File: src/rtl/sifive_insight_tl_pkg.sv
// Shared types for the Insight TileLink B-channel trace capture path.
// The record layout depends on instance parameters, so it is declared in each user.
package sifive_insight_tl_pkg;

    typedef enum logic [2:0] {
        PutFull    = 3'd0,
        PutPartial = 3'd1,
        Arith      = 3'd2,
        Logic      = 3'd3,
        Get        = 3'd4,
        Hint       = 3'd5,
        Probe      = 3'd6
    } tl_b_opcode_e;

    typedef enum logic [1:0] {
        OFF  = 2'd0,
        RUN  = 2'd1,
        LOST = 2'd2
    } capture_state_e;

    // Packed width of a trace record: ts, is_marker, lost_cnt, opcode, param,
    // size, source, address, mask, data, corrupt.
    function automatic int recWidth(input int tsW, input int cntW, input int sizeW,
                                    input int sourceW, input int addrW, input int dataW);
        return tsW + 1 + cntW + 3 + 2 + sizeW + sourceW + addrW + dataW / 8 + dataW + 1;
    endfunction

endpackage

File: src/rtl/sifive_insight_sync_fifo.sv
// First-word fall-through synchronous FIFO; a push is accepted while full if a pop
// happens in the same cycle. Head data reads as zero while empty.
module sifive_insight_sync_fifo #(
    parameter int WIDTH = 8,
    parameter int DEPTH = 8
) (
    input  logic             clock,
    input  logic             reset,
    input  logic             push,
    input  logic [WIDTH-1:0] pushData,
    input  logic             pop,
    output logic [WIDTH-1:0] popData,
    output logic             full,
    output logic             empty
);
    localparam int PTR_W = $clog2(DEPTH);
    localparam logic [PTR_W:0] FULL_CNT = DEPTH[PTR_W:0];

    logic [WIDTH-1:0] mem [DEPTH];
    logic [PTR_W-1:0] wrPtr;
    logic [PTR_W-1:0] rdPtr;
    logic [PTR_W:0]   count;
    logic             doPush;
    logic             doPop;

    assign empty   = (count == '0);
    assign full    = (count == FULL_CNT);
    assign doPop   = pop && !empty;
    assign doPush  = push && (!full || doPop);
    assign popData = empty ? '0 : mem[rdPtr];

    always_ff @(posedge clock or posedge reset) begin
        if (reset) begin
            wrPtr <= '0;
            rdPtr <= '0;
            count <= '0;
        end else begin
            if (doPush) wrPtr <= wrPtr + 1'b1;
            if (doPop)  rdPtr <= rdPtr + 1'b1;
            if (doPush && !doPop)      count <= count + 1'b1;
            else if (doPop && !doPush) count <= count - 1'b1;
        end
    end

    always_ff @(posedge clock) begin
        if (doPush) mem[wrPtr] <= pushData;
    end

endmodule

File: src/rtl/sifive_insight_tl_b_capture.sv
// TileLink B-channel trace capture: filters fired beats, timestamps them, queues
// records for the trace encoder and reports overflow losses with marker records.
module sifive_insight_tl_b_capture
    import sifive_insight_tl_pkg::*;
#(
    parameter int DATA_W   = 32,
    parameter int ADDR_W   = 32,
    parameter int SOURCE_W = 1,
    parameter int SIZE_W   = 4,
    parameter int DEPTH    = 8,
    parameter int TS_W     = 16,
    parameter int CNT_W    = 8,
    localparam int REC_W   = recWidth(TS_W, CNT_W, SIZE_W, SOURCE_W, ADDR_W, DATA_W)
) (
    input  logic                  clock,
    input  logic                  reset,
    input  logic                  b_ready,
    input  logic                  b_valid,
    input  logic [2:0]            b_opcode,
    input  logic [1:0]            b_param,
    input  logic [SIZE_W-1:0]     b_size,
    input  logic [SOURCE_W-1:0]   b_source,
    input  logic [ADDR_W-1:0]     b_address,
    input  logic [DATA_W/8-1:0]   b_mask,
    input  logic [DATA_W-1:0]     b_data,
    input  logic                  b_corrupt,
    input  logic                  cfg_enable,
    input  logic [7:0]            cfg_opcode_mask,
    output logic                  out_valid,
    input  logic                  out_ready,
    output logic [REC_W-1:0]      out_record,
    output logic [CNT_W-1:0]      stat_lost_total
);
    typedef struct packed {
        logic [TS_W-1:0]     ts;
        logic                is_marker;
        logic [CNT_W-1:0]    lost_cnt;
        tl_b_opcode_e        opcode;
        logic [1:0]          param;
        logic [SIZE_W-1:0]   size;
        logic [SOURCE_W-1:0] source;
        logic [ADDR_W-1:0]   address;
        logic [DATA_W/8-1:0] mask;
        logic [DATA_W-1:0]   data;
        logic                corrupt;
    } rec_t;

    capture_state_e   state;
    logic [TS_W-1:0]  tsCnt;
    logic [CNT_W-1:0] lostCnt;
    logic [CNT_W-1:0] lostTotal;
    logic             hit;
    logic             fifoFull;
    logic             fifoEmpty;
    logic             pop;
    logic             canWrite;
    logic             push;
    rec_t             pushRec;

    function automatic logic [CNT_W-1:0] satInc(input logic [CNT_W-1:0] v);
        return (v == '1) ? v : v + 1'b1;
    endfunction

    assign hit             = b_valid & b_ready & cfg_enable & cfg_opcode_mask[b_opcode];
    assign pop             = !fifoEmpty & out_ready;
    assign canWrite        = !fifoFull | pop;
    assign out_valid       = !fifoEmpty;
    assign stat_lost_total = lostTotal;

    always_comb begin
        pushRec    = '0;
        push       = 1'b0;
        pushRec.ts = tsCnt;
        unique case (state)
            RUN: begin
                if (hit && canWrite) begin
                    push            = 1'b1;
                    pushRec.opcode  = tl_b_opcode_e'(b_opcode);
                    pushRec.param   = b_param;
                    pushRec.size    = b_size;
                    pushRec.source  = b_source;
                    pushRec.address = b_address;
                    pushRec.mask    = b_mask;
                    pushRec.data    = b_data;
                    pushRec.corrupt = b_corrupt;
                end
            end
            LOST: begin
                if (canWrite) begin
                    push              = 1'b1;
                    pushRec.is_marker = 1'b1;
                    pushRec.lost_cnt  = lostCnt;
                end
            end
            default: ;
        endcase
    end

    always_ff @(posedge clock or posedge reset) begin
        if (reset) begin
            state     <= OFF;
            tsCnt     <= '0;
            lostCnt   <= '0;
            lostTotal <= '0;
        end else begin
            if (cfg_enable) tsCnt <= tsCnt + 1'b1;
            unique case (state)
                OFF: begin
                    if (cfg_enable) state <= RUN;
                end
                RUN: begin
                    if (!cfg_enable) begin
                        state <= OFF;
                    end else if (hit && !canWrite) begin
                        lostCnt   <= CNT_W'(1);
                        lostTotal <= satInc(lostTotal);
                        state     <= LOST;
                    end
                end
                LOST: begin
                    // A hit landing in the marker-write cycle starts a fresh loss run.
                    if (canWrite) begin
                        if (hit) begin
                            lostCnt   <= CNT_W'(1);
                            lostTotal <= satInc(lostTotal);
                        end else begin
                            lostCnt <= '0;
                            state   <= cfg_enable ? RUN : OFF;
                        end
                    end else if (hit) begin
                        lostCnt   <= satInc(lostCnt);
                        lostTotal <= satInc(lostTotal);
                    end
                end
                default: state <= OFF;
            endcase
        end
    end

    sifive_insight_sync_fifo #(
        .WIDTH(REC_W),
        .DEPTH(DEPTH)
    ) u_fifo (
        .clock   (clock),
        .reset   (reset),
        .push    (push),
        .pushData(pushRec),
        .pop     (pop),
        .popData (out_record),
        .full    (fifoFull),
        .empty   (fifoEmpty)
    );

endmodule

File: config.mk
export PLATFORM = sky130hd
export DESIGN_NAME = sifive_insight_tl_b_capture
export DESIGN_NICKNAME = d
export VERILOG_FILES = /design/src/rtl/sifive_insight_tl_pkg.sv /design/src/rtl/sifive_insight_sync_fifo.sv /design/src/rtl/sifive_insight_tl_b_capture.sv
export SDC_FILE = /design/constraint.sdc
export NUM_CORES = 1
export LEC_CHECK = 0
export ABC_AREA = 0
export CORE_UTILIZATION = 52
export CTS_CLUSTER_DIAMETER = 200
export CTS_CLUSTER_SIZE = 20
export DETAILED_ROUTE_END_ITERATION = 7
export GPL_TIMING_DRIVEN = 0
export PLACE_DENSITY_LB_ADDON = 0.25
export SLEW_MARGIN = 40
export SYNTH_ARGS = -nofsm -noshare
export SYNTH_HDL_FRONTEND = slang
export SYNTH_SLANG_ARGS = --single-unit
File: constraint.sdc
create_clock -name clock -period 12.35 [get_ports clock]
set_input_delay 1.8525 -clock clock [delete_from_list [all_inputs] [get_ports clock]]
set_output_delay 1.8525 -clock clock [all_outputs]
set_load 0.01 [all_outputs]
; ---- After elaboration in Yosys (flattened, before gate mapping)
; Memories as Yosys holds them, arrays and structs flattened.
; Index checks and enable logic that the tools add are counted.
[classes]
add_sub_neg = 7
n_lt_le_gt_ge = 1
eq_ne = 14
mux = 33
n_bitwise = 5
n_reduce_logical = 19
[op_table]
columns = op, n
row1 = 79-bit 2-to-1 mux, 2
row2 = 104-bit 2-to-1 mux, 1
row3 = 8-bit 2-to-1 mux, 9
row4 = 8-bit one-hot mux with 2 select lines, 2
row5 = 9-bit 2-to-1 mux, 2
row6 = 16-bit by 1-bit adder with 16-bit output (second input constant), 1
row7 = 8-bit by 1-bit adder with 8-bit output (second input constant), 2
row8 = 8-bit == test (second input constant), 2
row9 = 2-bit != test (second input constant), 6
row10 = 2-bit 2-to-1 mux, 5
row11 = 3-bit != test (second input constant), 3
row12 = 4-bit 2-to-1 mux, 2
row13 = 4-bit AND reduction, 2
row14 = 1-bit 2-to-1 mux, 7
row15 = 3-bit by 1-bit adder with 3-bit output (second input constant), 2
row16 = 1-bit logical AND, 6
row17 = 2-bit one-hot mux with 3 select lines, 1
row18 = 1-bit zero test, 5
row19 = 5-bit AND reduction, 1
row20 = 4-bit by 1-bit adder with 4-bit output (second input constant), 1
row21 = 1-bit bitwise AND, 4
row22 = 4-bit == test (second input constant), 1
row23 = 4-bit zero test, 1
row24 = 3-bit by 4-bit less-than comparator with 1-bit output (second input constant), 1
row25 = other kinds (9), 10
[totals]
regBits = 44
ram_bits = 832
in_bits = 93
output_inout_bits = 113
word_cells = 87
mem_count = 1
[memory_table]
columns = memory, depth, width, rd, rd_ports_with_merged_regs, write_ports, line_no
row1 = u_fifo.mem, 8, 104, 1, 0, 1, sifive_insight_sync_fifo.sv:19  ; logic [WIDTH-1:0] mem [DEPTH];

; ---- Logic depth before layout (Yosys ltp)
[logic_depth]
ltp_word = 12
mapped_depth = 15

; ---- Cells and area by module
; Synthesis repeated with hierarchy kept, for this count alone.
[hier_totals]
cells_unflattened = 1561
hier_area_um2 = 34129.0
[by_module_without_submodules]
columns = mod, instances, cells_per_inst, area_each_um2, seq_area_each_um2
row1 = sifive_insight_sync_fifo, 1, 1278, 31597.8, 25234.2
row2 = sifive_insight_tl_b_capture, 1, 283, 2531.2, 850.8

; ---- Least setup slack after synthesis
; Ideal clock, no wire load.
[synth_path]
path_kind = input port to flip-flop
startpoint = in b_opcode[1]
endpoint = mem u_fifo.mem[0][0] (netlist name), enable pin
setup_time_ns = 0.821
t_arrival_ns = 12.788
required_time_ns = 11.529
setup_slack_ns = -1.260
path_stages = 7
path_buffers = 1
cell_sequence = mux4_2 > nor2_1 > nor3_2 > and3_1 > buf_2 > o21ai_2 > nor4_1
[synth_via]
elab_chain_cells = 9
[synth_rtl]
columns = element, line_no
row1 = start: declaration, sifive_insight_tl_b_capture.sv:19  ; input logic [2:0] b_opcode,
row2 = 1-bit binary-select mux with 3-bit select, sifive_insight_tl_b_capture.sv:64  ; assign hit = b_valid & b_ready & cfg_enable & cfg_opcode_mask[b_opcode];
row3 = 1-bit 2-to-1 mux (implied by the code), sifive_insight_tl_b_capture.sv:64
row4 = 1-bit bitwise AND, sifive_insight_tl_b_capture.sv:64
row5 = 1-bit logical AND, sifive_insight_tl_b_capture.sv:76  ; if (hit && canWrite) begin
row6 = 1-bit 2-to-1 mux, sifive_insight_tl_b_capture.sv:76
row7 = 1-bit one-hot mux with 2 select lines, sifive_insight_tl_b_capture.sv:74  ; unique case (state)
row8 = 1-bit logical AND, sifive_insight_sync_fifo.sv:29  ; assign doPush = push && (!full || doPop);
row9 = 1-bit 2-to-1 mux, sifive_insight_sync_fifo.sv:46  ; if (doPush) mem[wrPtr] <= pushData;
row10 = 1-bit 2-to-1 mux (implied by the code), sifive_insight_sync_fifo.sv:46
row11 = end: declaration, sifive_insight_sync_fifo.sv:19
; No other way between the ends. The select of a mux whose other input is x is not followed.

; ---- Worst setup path after layout
[layout_path]
startpoint = in b_opcode[1]
endpoint = mem u_fifo.mem[4][38] (netlist name), enable pin
; The elaborated chain is that of the path after synthesis.

==> metrics <==
Setup Viol. Count Final=0; Pleak=0.0134 uW; final antenna-violating net count=0; layout cell share with drive strength beyond 1=22.4%; met3 usage in global routing=3.17%; transition time of the tightest slew-check pin=about 0.86 ns; Post-Route Utilization=62.1%; most frequent cells in the layout=edfxtp_1 (832), mux4_2 (209), clkdlybuf4s50_1 (205); # Post-CTS Setup Buffers=0; most common cell after layout, fill and taps aside=edfxtp_1; Synth Instances=1,645; pin count of the biggest net entering global routing=24; fillers=4,449; area of the multi-input gates=about 7900 um^2; largest family of logic cells by synthesized area=multiplexers; Clock Skew=0.0199 ns; vias in the first global route=17,900; total CTS buffers=49; XOR/XNOR Fraction of Synth Area=0.766%; final wirelength=73,500 um; Mean Syn Cell Area=20.9 um^2; critical path arrival=between 6 and 7 ns; Post-Synth Adder-Cell Area=0.496%; Yosys top cell by area=edfxtp_1; Storage cell area=26,100 um^2; DR WL/cell=25.3 um; # rows=93; syn nets=1,751; H-tree levels=2; gp weighted congestion=around 0.74; final setup TNS=0 ns; Sink Count=876; hold_buf cts=0; HPWL Detailed=50,400 um; post-route clock period utilization=50.1%; sequential element share of the synthesized area=76.0%; clock latency on the worst-skew pair=0.62 ns; remaining global-route overflow=0; status=complete, no violations; Slew Limit Fails=0; YS warnings=0; Post-Synth Simple-Gate Area=about 4.1%; Post-Syn Area=34,300 um^2; Worst Path Max Fanout=10; Peak VDD IR=121 uV; area delta synth->final=17.4%; CP required=12.67 ns; main area contributors after synthesis=edfxtp_1 (73%), mux4_2 (14%), dfrtp_1 (3.2%); Yosys reg bits=876; via density per instance=about 5.9; I/O pin cnt=206; Ant. Diodes=0; Clock transition at path regs=0.08 ns; core area=64,800 um^2; clock group share of total power=21.4%; CTS tree=done; # resized after CTS=0; DIE WIDTH=259 um; flop-to-flop setup slack=8.06 ns; fin nets=2,141; Initial Utilization=52.9%; Power Density=193 nW/um^2; switching share of power=29.6%; met2 usage=37.4%; Setup WS pre-CTS=roughly 5.5 ns; gr busiest metal=met2; asr flop ratio synth=5.02%; PortBufs=205; maximum root-to-sink buffer count=3; initial antenna violation count=0; Final Hold Viols=0; Max-Cap Viols=0; via count=17,000; sequential power share=43.5%; met1 usage=31.5%; DIE AREA=67,000 um^2; 1st-pass router iterations=5; Hold Crit Class=register to register; Setup CP Type=input port to register; Power Internal=~5500 uW; Critical Path Start Type=input port; net switching power=2300 uW; setup ws final=6.17 ns; share of the synthesized area in the top cell type=between 70% and 80%; Synth Area in Compound Gates=0.554%; # DRC=0; main flop type after synthesis=edfxtp_1; die height=roughly 260 um; Worst slew margin=42.8%; Tmin final=6.18 ns; first-pass GRT wire length=111,000 um; total track usage=22.4%; setup repair after global routing missed its margin=no; post-synthesis mux area share=between 10% and 20%; Gate power share=35.0%; 1st-iter DRT viols=roughly 1,600; EDFF count, synth=832; Crit. End Element=register; Cell variety after synth=between 40 and 50; CTS root buffer=clkbuf_16; Max Clock Freq=about 160 MHz
## per-stage QoR
step | area, um^2 | power (uW) | std cells | hold WS, ns
after global routing | 40300 | 8090 | 2908 | 0.524
final | 40300 | 7760 | 2908 | 0.510
after floorplan | 34300 | 5010 | 1645 | 0.467
after detailed placement | 38900 | 6200 | 2839 | 0.501
after CTS | 40300 | 7840 | 2908 | 0.512
after global placement | 37400 | 6160 | 2705 | 0.479
## power groups by stage
stage | Sequential (uW) | Clock (uW) | Combinational [uW]
floorplan | 3430 | 0 | 1580
global placement | 3450 | 0 | 2710
detailed placement | 3450 | 0 | 2750
CTS | 3380 | 1690 | 2770
global route | 3390 | 1790 | 2920
finish | 3380 | 1660 | 2720
## layout make-up
class	count	area share, %
repair buffers	339	8.47
clock buffers	67	3.32
well taps	855	2.66
clock inverters	2	0.0963
flip-flops and latches	876	64.8
plain buffers	84	0.904
multi-input cells	677	19.7
inverters	8	0.0808
## per-layer routing
metal / part of all wire (%) / wire, um
met3: 5.4 / 3980
met2: 51 / 37200
met1: 42 / 30800
met4: 2.0 / 1480
met5: 0 / 0
## critical path: stages
cell	delay [ns]
clkdlybuf4s50_1	0.54
mux4_2	0.41
nor2_1	0.05
nor3_2	0.53
and3_1	0.23
buf_2	0.41
buf_2	0.41
o211ai_1	0.35
nor3_2	0.44
buf_4	0.24
buf_4	0.19
buf_6	0.15
buf_2	0.22
buf_2	0.26
buf_4	0.20
## Yosys cell counts, drive strengths merged, types with 10 or more instances
library cell	number
and2	80
and3	17
buf	48
clkbuf	36
dfrtp	44
edfxtp	832
ha	12
mux2i	105
mux4	209
nand2	19
nand3	11
nand4	10
nor2	124
o21ai	14
xnor2	22
## path summary, 6_finish.rpt
kind / startpoint / to / cells after the start
min in group asynchronous: reset / tsCnt[8]$_DFFE_PP0P_ / 2
hold / removal: stat_lost_total[4]$_DFFE_PP0P_ / stat_lost_total[4]$_DFFE_PP0P_ / 1
max in group asynchronous: reset / state[1]$_DFFE_PP0P_ / 3
setup reg to reg: u_fifo.count[0]$_DFFE_PP0P_ / u_fifo.mem[4][38]$_DFFE_PP_ / 13
setup / recovery: b_opcode[1] / u_fifo.mem[4][38]$_DFFE_PP_ / 15
hold reg to reg: stat_lost_total[4]$_DFFE_PP0P_ / stat_lost_total[4]$_DFFE_PP0P_ / 1
## logic make-up after synthesis
family	count (synthesis)
buf+inv	92
compound gates	31
flops	876
fa+ha+maj	13
xor+xnor	30
simple gates	282
mux	321
## registers in the layout, indices dropped and copies added (netlist names)
| register | cells |
|---|---|
| stat_lost_total | 8 |
| state | 2 |
| u_fifo.mem | 832 |
| u_fifo.wrPtr | 3 |
| u_fifo.rdPtr | 3 |
| lostCnt | 8 |
| tsCnt | 16 |
| u_fifo.count | 4 |
Power figures use the tool's default switching activity.
